`src/rtl/multicycle_core.sv`:
```
// Multicycle load/store core: FETCH/DECODE/EXEC/MEM/WB sequencer driving
// request/acknowledge instruction and data ports, with debug observation outputs.
module multicycle_core #(
    parameter int DATA_W = 32,
    parameter int NREGS  = 32,
    parameter int PC_W   = 16
) (
    input  logic              clock,
    input  logic              reset,
    output logic              imem_req,
    output logic [PC_W-1:0]   imem_addr,
    input  logic              imem_ack,
    input  logic [31:0]       imem_rdata,
    output logic              dmem_req,
    output logic              dmem_we,
    output logic [DATA_W-1:0] dmem_addr,
    output logic [DATA_W-1:0] dmem_wdata,
    input  logic              dmem_ack,
    input  logic [DATA_W-1:0] dmem_rdata,
    output logic [PC_W-1:0]   pc,
    output logic [2:0]        state,
    output logic [1:0]        flags,
    output logic [31:0]       retired,
    output logic [DATA_W-1:0] wb_value
);
    localparam int RW = $clog2(NREGS);
    localparam logic [RW-1:0] LR = RW'(NREGS - 1);

    typedef enum logic [2:0] {
        FETCH  = 3'd0,
        DECODE = 3'd1,
        EXEC   = 3'd2,
        MEM    = 3'd3,
        WB     = 3'd4,
        TRAP   = 3'd7
    } state_t;

    state_t            st;
    logic [31:0]       instr;
    logic [DATA_W-1:0] regs [NREGS];
    logic [DATA_W-1:0] result;

    logic [1:0]        itype;
    logic [2:0]        cond;
    logic              imm_sel;
    logic [1:0]        op;
    logic              sl;
    logic [RW-1:0]     rd, rh, ro;
    logic [DATA_W-1:0] opa, opb, alu_out, mem_addr;
    logic              cond_ok;
    logic [PC_W-1:0]   pc_inc, target;

    assign itype   = instr[31:30];
    assign cond    = instr[29:27];
    assign imm_sel = instr[26];
    assign op      = instr[25:24];
    assign sl      = instr[23];
    assign rd      = instr[18 +: RW];
    assign rh      = instr[13 +: RW];
    assign ro      = instr[8 +: RW];

    assign imem_addr = pc;
    assign state     = st;

    // NOTE: every always_comb output gets a value on every path, so no latch can be inferred.
    always_comb begin
        opa      = regs[rh];
        opb      = imm_sel ? DATA_W'(instr[11:0]) : regs[ro];
        mem_addr = opa + opb;
        unique case (op)
            2'b00:   alu_out = opa + opb;
            2'b01:   alu_out = opa - opb;
            2'b10:   alu_out = opa & opb;
            default: alu_out = opa | opb;
        endcase
        case (cond)
            3'b000:  cond_ok = 1'b1;
            3'b001:  cond_ok = flags[0];
            3'b010:  cond_ok = !flags[0];
            3'b011:  cond_ok = flags[1];
            3'b100:  cond_ok = !flags[1];
            default: cond_ok = 1'b0;
        endcase
        pc_inc = pc + PC_W'(1);
        // Offset is sign-extended from 22 bits before the sum is truncated to PC_W.
        target = PC_W'(32'(pc_inc) + 32'($signed(instr[21:0])));
    end

    // NOTE: sequential state uses non-blocking assignments only, so every read in this block sees pre-edge values.
    always_ff @(posedge clock or negedge reset) begin
        if (!reset) begin
            st         <= FETCH;
            pc         <= '0;
            instr      <= '0;
            result     <= '0;
            flags      <= '0;
            retired    <= '0;
            wb_value   <= '0;
            imem_req   <= 1'b0;
            dmem_req   <= 1'b0;
            dmem_we    <= 1'b0;
            dmem_addr  <= '0;
            dmem_wdata <= '0;
            // NOTE: the register file must read zero after reset, so it is flops with async clear, not a RAM macro.
            for (int i = 0; i < NREGS; i++) regs[i] <= '0;
        end else begin
            case (st)
                FETCH: begin
                    // Request is raised on the first edge in FETCH; an ack only counts while it is high.
                    if (imem_req && imem_ack) begin
                        instr    <= imem_rdata;
                        imem_req <= 1'b0;
                        st       <= DECODE;
                    end else begin
                        imem_req <= 1'b1;
                    end
                end
                DECODE: begin
                    if (itype == 2'b11) begin
                        st <= TRAP;
                    end else if (!cond_ok) begin
                        pc       <= pc_inc;
                        retired  <= retired + 32'd1;
                        imem_req <= 1'b1;
                        st       <= FETCH;
                    end else begin
                        st <= EXEC;
                    end
                end
                EXEC: begin
                    case (itype)
                        2'b00: begin
                            result <= alu_out;
                            st     <= WB;
                        end
                        2'b01: begin
                            dmem_req   <= 1'b1;
                            dmem_we    <= !sl;
                            dmem_addr  <= mem_addr;
                            dmem_wdata <= regs[rd];
                            st         <= MEM;
                        end
                        default: begin
                            if (sl) begin
                                regs[LR] <= DATA_W'(pc_inc);
                                wb_value <= DATA_W'(pc_inc);
                            end
                            pc       <= target;
                            retired  <= retired + 32'd1;
                            imem_req <= 1'b1;
                            st       <= FETCH;
                        end
                    endcase
                end
                MEM: begin
                    if (dmem_ack) begin
                        dmem_req <= 1'b0;
                        dmem_we  <= 1'b0;
                        if (sl) begin
                            result <= dmem_rdata;
                            st     <= WB;
                        end else begin
                            pc       <= pc_inc;
                            retired  <= retired + 32'd1;
                            imem_req <= 1'b1;
                            st       <= FETCH;
                        end
                    end
                end
                WB: begin
                    regs[rd] <= result;
                    wb_value <= result;
                    if (itype == 2'b00 && sl) flags <= {result[DATA_W-1], result == '0};
                    pc       <= pc_inc;
                    retired  <= retired + 32'd1;
                    imem_req <= 1'b1;
                    st       <= FETCH;
                end
                default: begin
                    imem_req <= 1'b0;
                    dmem_req <= 1'b0;
                    dmem_we  <= 1'b0;
                end
            endcase
        end
    end
endmodule
```
`config.mk`:
```
export PLATFORM = sky130hd
export DESIGN_NAME = multicycle_core
export DESIGN_NICKNAME = d
export VERILOG_FILES = /design/src/rtl/multicycle_core.sv
export SDC_FILE = /design/constraint.sdc
export NUM_CORES = 2
export LEC_CHECK = 0
export CAP_MARGIN = 25
export CORE_ASPECT_RATIO = 2
export CORE_MARGIN = 1.5
export CORE_UTILIZATION = 45
export CTS_CLUSTER_DIAMETER = 120
export DETAILED_ROUTE_END_ITERATION = 16
export DONT_BUFFER_PORTS = 1
export GPL_TIMING_DRIVEN = 0
export PLACE_DENSITY = 0.74
export SLEW_MARGIN = 0
export SYNTH_ARGS = -nofsm -noshare
export SYNTH_HDL_FRONTEND = slang
export SYNTH_SLANG_ARGS = --single-unit
```
`constraint.sdc`:
```
create_clock -name clock -period 4.8 [get_ports clock]
set_input_delay 0.24 -clock clock [delete_from_list [all_inputs] [get_ports clock]]
set_output_delay 0.24 -clock clock [all_outputs]
set_load 0.02 [all_outputs]
```
==> flow_summary.ini <==
[floorplan]
die_h_um = 586
start_util_pct = 45.2
fp.dieW_um = 295
die-area_sq_um = 173000
num_io_pins = 236
placementRows = 214
fp.coreArea_sq_um = 169000

[sta]
hold_viol_final = 0
period_minus_slack_ns = 5.80
post-route-worst-setup-slack_ns = -1.00
layout_worst_path_cycle_share_pct = 121
fmax_mhz = 172
drv_slew = 0
setup_viol = 94
fin_skew_ns = 0.0620
slew_headroom_pct = 13.8
tightest_slew_ns = 1.29
rsz0062_at_grt = yes

[detailed_routing]
drt_wl_total_um = 428000
final_antenna_net_count = 0
dr.pass1.iters = 6
drt_iter0_drc = 8713
vias_per_cell = 7.46
drc = 0
num_vias = 62300
wl_per_cell_um = 51.2

[power_and_ir_drop]
ir_drop_mv = 0.462
total_power_mw = 21.2
p_leak_nw = 38.9
powerDensity_nw_per_um2 = 232

[clock_tree]
numCtsBuffers = 116
cts_buffer_depth = 3
htree_levels = 3
cts_sinks = 1240
clk-insertion-delay-late_ns = 0.87
clk_pin_slew_ns = 0.08
root_buffer = clkbuf_16
cts_tree = built

[grt]
grt_pass1_vias = 60800
grt_pass1_wl_um = 565000
overflow = 0
globalRouteTotalUtil_pct = 50.2
grt_max_degree = 1241
antenna_found_initial = 44

[synthesis]
synth-edff-count = 0
ys_async_sr_fraction_pct = 100
syn_nets = 5638
ys_warn_count = 0
netlist_area_sq_um = 76600
synth_cells = 5455
syn_area_per_cell_sq_um = 14.0
ys.flop_type = dfrtp_1
ys_ff_latch = 1240
seq_area_frac_synth_pct = 40.5
yosysUniqueCellTypes = 74

[cells_and_area]
syn_to_final_growth_pct = 19.3
regArea_sq_um = 31000
stdcell_area_sq_um = 91300
nFillCells = 14000
nets = 6126
layout-drive-gt1-share_pct = 49.1
multi_input_area_sq_um = 44500

[placement]
place.gp.congestion = 1.07
port_buffers = 0
dp_slack_ns = -3.12
hpwl_um = 315000
dpl_cell_area_sq_um = 82100

[setup_path]
path_class = register to register
crit_path_end_kind = register
crit_start = instr[9]$_DFFE_PN0P_
cp-start-kind = register
critPathArrivalTime_ns = 6.56
worst_ep_required_time_ns = 5.56
reg2reg_from = instr[9]$_DFFE_PN0P_
crit_path_max_fanout = 10

[outcome]
violations = negative setup slack
status = complete, but fails checks

[min_path]
hold_path_class = primary input to async pin

[flow_run]
max-cap-violations = 0
[cell usage in the layout, fill, tap and decap left out, types with 24 or more instances in the layout]
cell and instances:
a21oi_1 119, a221oi_1 28, a22o_1 44, buf_1 51
buf_12 46, buf_16 32, buf_2 55, buf_4 120
buf_6 77, buf_8 115, clkbuf_1 260, clkbuf_16 122
clkbuf_2 61, clkbuf_8 31, clkinv_2 24, dfrtp_1 1236
diode_2 45, dlygate4sd3_1 70, ha_1 94, inv_1 107
mux2_2 1037, mux2i_1 50, mux4_2 928, nand2_1 251
nand2b_1 38, nand3_1 53, nor2_1 141, o21ai_0 138
o21ai_1 44, xnor2_1 61, xor2_1 27
[per-stage QoR]
stage | instances | TNS (ns) | hold slack, ns | util, %
2_1_floorplan | 5455 | 0 | -0.0556 | -
3_3_place_gp | 7723 | -311.21 | -0.0279 | 46.9
3_5_place_dp | 7877 | -133.01 | -0.0376 | 48.4
4_1_cts | 8230 | -18.43 | -0.867 | 52.9
5_1_grt | 8320 | -30.47 | 0.0827 | 53.8
6_report | 8352 | -36.93 | 0.00714 | 53.9
[final cells by class]
| class | count | share of cell area (%) |
|---|---|---|
| diodes | 45 | 0.123 |
| plain buffers | 543 | 3.67 |
| clock buffers | 146 | 3.49 |
| clock inverters | 68 | 1.05 |
| inverters | 118 | 0.497 |
| multi-input cells | 3547 | 48.7 |
| flip-flops and latches | 1240 | 34.0 |
| well taps | 2268 | 3.11 |
| repair buffers | 377 | 5.36 |
[cells by family (layout without fill, tap and decap cells)]
logic type | Yosys count | count (layout) | synth area share (%)
multiplexers | 2047 | 2047 | 43.6
flip-flops | 1240 | 1240 | 40.5
buffers and inverters | 668 | 1252 | 3.46
AO/OA/AOI/OAI | 644 | 644 | 5.45
AND/OR/NAND/NOR | 626 | 626 | 3.70
adder cells (fa/ha/maj) | 115 | 115 | 1.91
XOR/XNOR | 115 | 115 | 1.32
other | 0 | 45 | 0
[power by group]
part	internal, mW	switching [mW]	total, mW	leakage [nW]
Clock	5.66	4.82	10.5	2.00
Combinational	0.0541	0.234	0.289	19.6
Sequential	10.4	0	10.4	17.3
Total	16.2	5.06	21.2	38.9
[cells in the mapped netlist, types with 5 or more instances]
master | number | share of area, %
nand2b_1 | 40 | 0.33
a31oi_1 | 11 | 0.090
inv_1 | 114 | 0.56
o21ai_1 | 8 | 0.052
ha_1 | 112 | 1.8
nor3_1 | 30 | 0.20
o22a_1 | 7 | 0.080
nand4_1 | 9 | 0.074
a21oi_1 | 143 | 0.93
a211oi_1 | 14 | 0.14
nor2b_1 | 14 | 0.11
xor2_1 | 31 | 0.35
buf_1 | 104 | 0.51
o21ai_0 | 196 | 1.3
o21a_1 | 23 | 0.23
mux4_2 | 928 | 27
a22oi_1 | 20 | 0.20
clkbuf_1 | 368 | 1.8
nor3b_1 | 6 | 0.059
nor4_1 | 11 | 0.090
o211ai_1 | 23 | 0.23
or3_1 | 8 | 0.065
o22ai_1 | 12 | 0.098
buf_2 | 59 | 0.39
o2111ai_1 | 6 | 0.069
mux2i_1 | 81 | 1.1
xnor2_1 | 84 | 0.96
nand3_1 | 57 | 0.37
buf_4 | 19 | 0.19
dfrtp_1 | 1240 | 41
mux2_2 | 1038 | 15
nand2_1 | 254 | 1.2
and2_1 | 6 | 0.049
a221oi_1 | 30 | 0.34
and3_1 | 21 | 0.17
nor2_1 | 153 | 0.75
or2_2 | 5 | 0.041
a22o_1 | 44 | 0.50
o21bai_1 | 18 | 0.18
a21o_1 | 32 | 0.31
o31ai_1 | 6 | 0.059
[timing repair]
action | in CTS | in global routing
pin swaps | 76 | 80
endpoints found under the hold margin | 1307 | 548
setup endpoints to repair | 68 | 122
buffers inserted | 73 | 64
hold buffers | 67 | 4
resized for setup | 521 | 192
gates cloned | 4 | 2
[per-layer routing]
metal  global-route usage, %  wire length [um]  up-vias
met4                    57.7             65200       16
met1                    50.0            123000    32300
li1                        -                 -    22200
met5                   0.113               103        -
met3                    18.6             48800     2287
met2                    75.8            191000     5531
[final timing paths]
check	to	depth (start not counted)	slack, ns
worst max-delay path	result[26]$_DFFE_PN0P_	21	-1.00
worst min-delay path	regs[997]$_DFFE_PN0P_	2	0.007
worst max register to register	result[26]$_DFFE_PN0P_	21	-1.00
worst min register to register	instr[29]$_DFFE_PN0P_	1	0.52
max in group asynchronous	regs[242]$_DFFE_PN0P_	5	1.44
min in group clock	imem_req$_DFFE_PN0P_	5	0.02
[worst max-delay path, cell delays in order, from the launching register on]
cell      delay (ns)
dfrtp_4         0.58
buf_4           0.22
clkbuf_8        0.20
clkbuf_2        0.46
mux4_2          0.47
mux4_2          0.51
mux2i_4         0.43
o21a_1          0.21
inv_2           0.06
ha_2            0.22
fa_2            0.37
o21bai_1        0.17
a21oi_2         0.10
o211ai_1        0.23
buf_4           0.16
a21oi_4         0.09
o21ai_4         0.22
o22ai_4         0.10
a211oi_2        0.27
a21oi_2         0.06
mux2_4          0.39
o21ai_2         0.14
[state kept, by name (all words and copies together) (netlist names), 16 cells and up]
register	count
regs	1024
dmem_addr	32
dmem_wdata	32
instr	32
result	32
retired	32
wb_value	32
imem_addr	16
No activity file was read; power rests on OpenSTA's default activity.
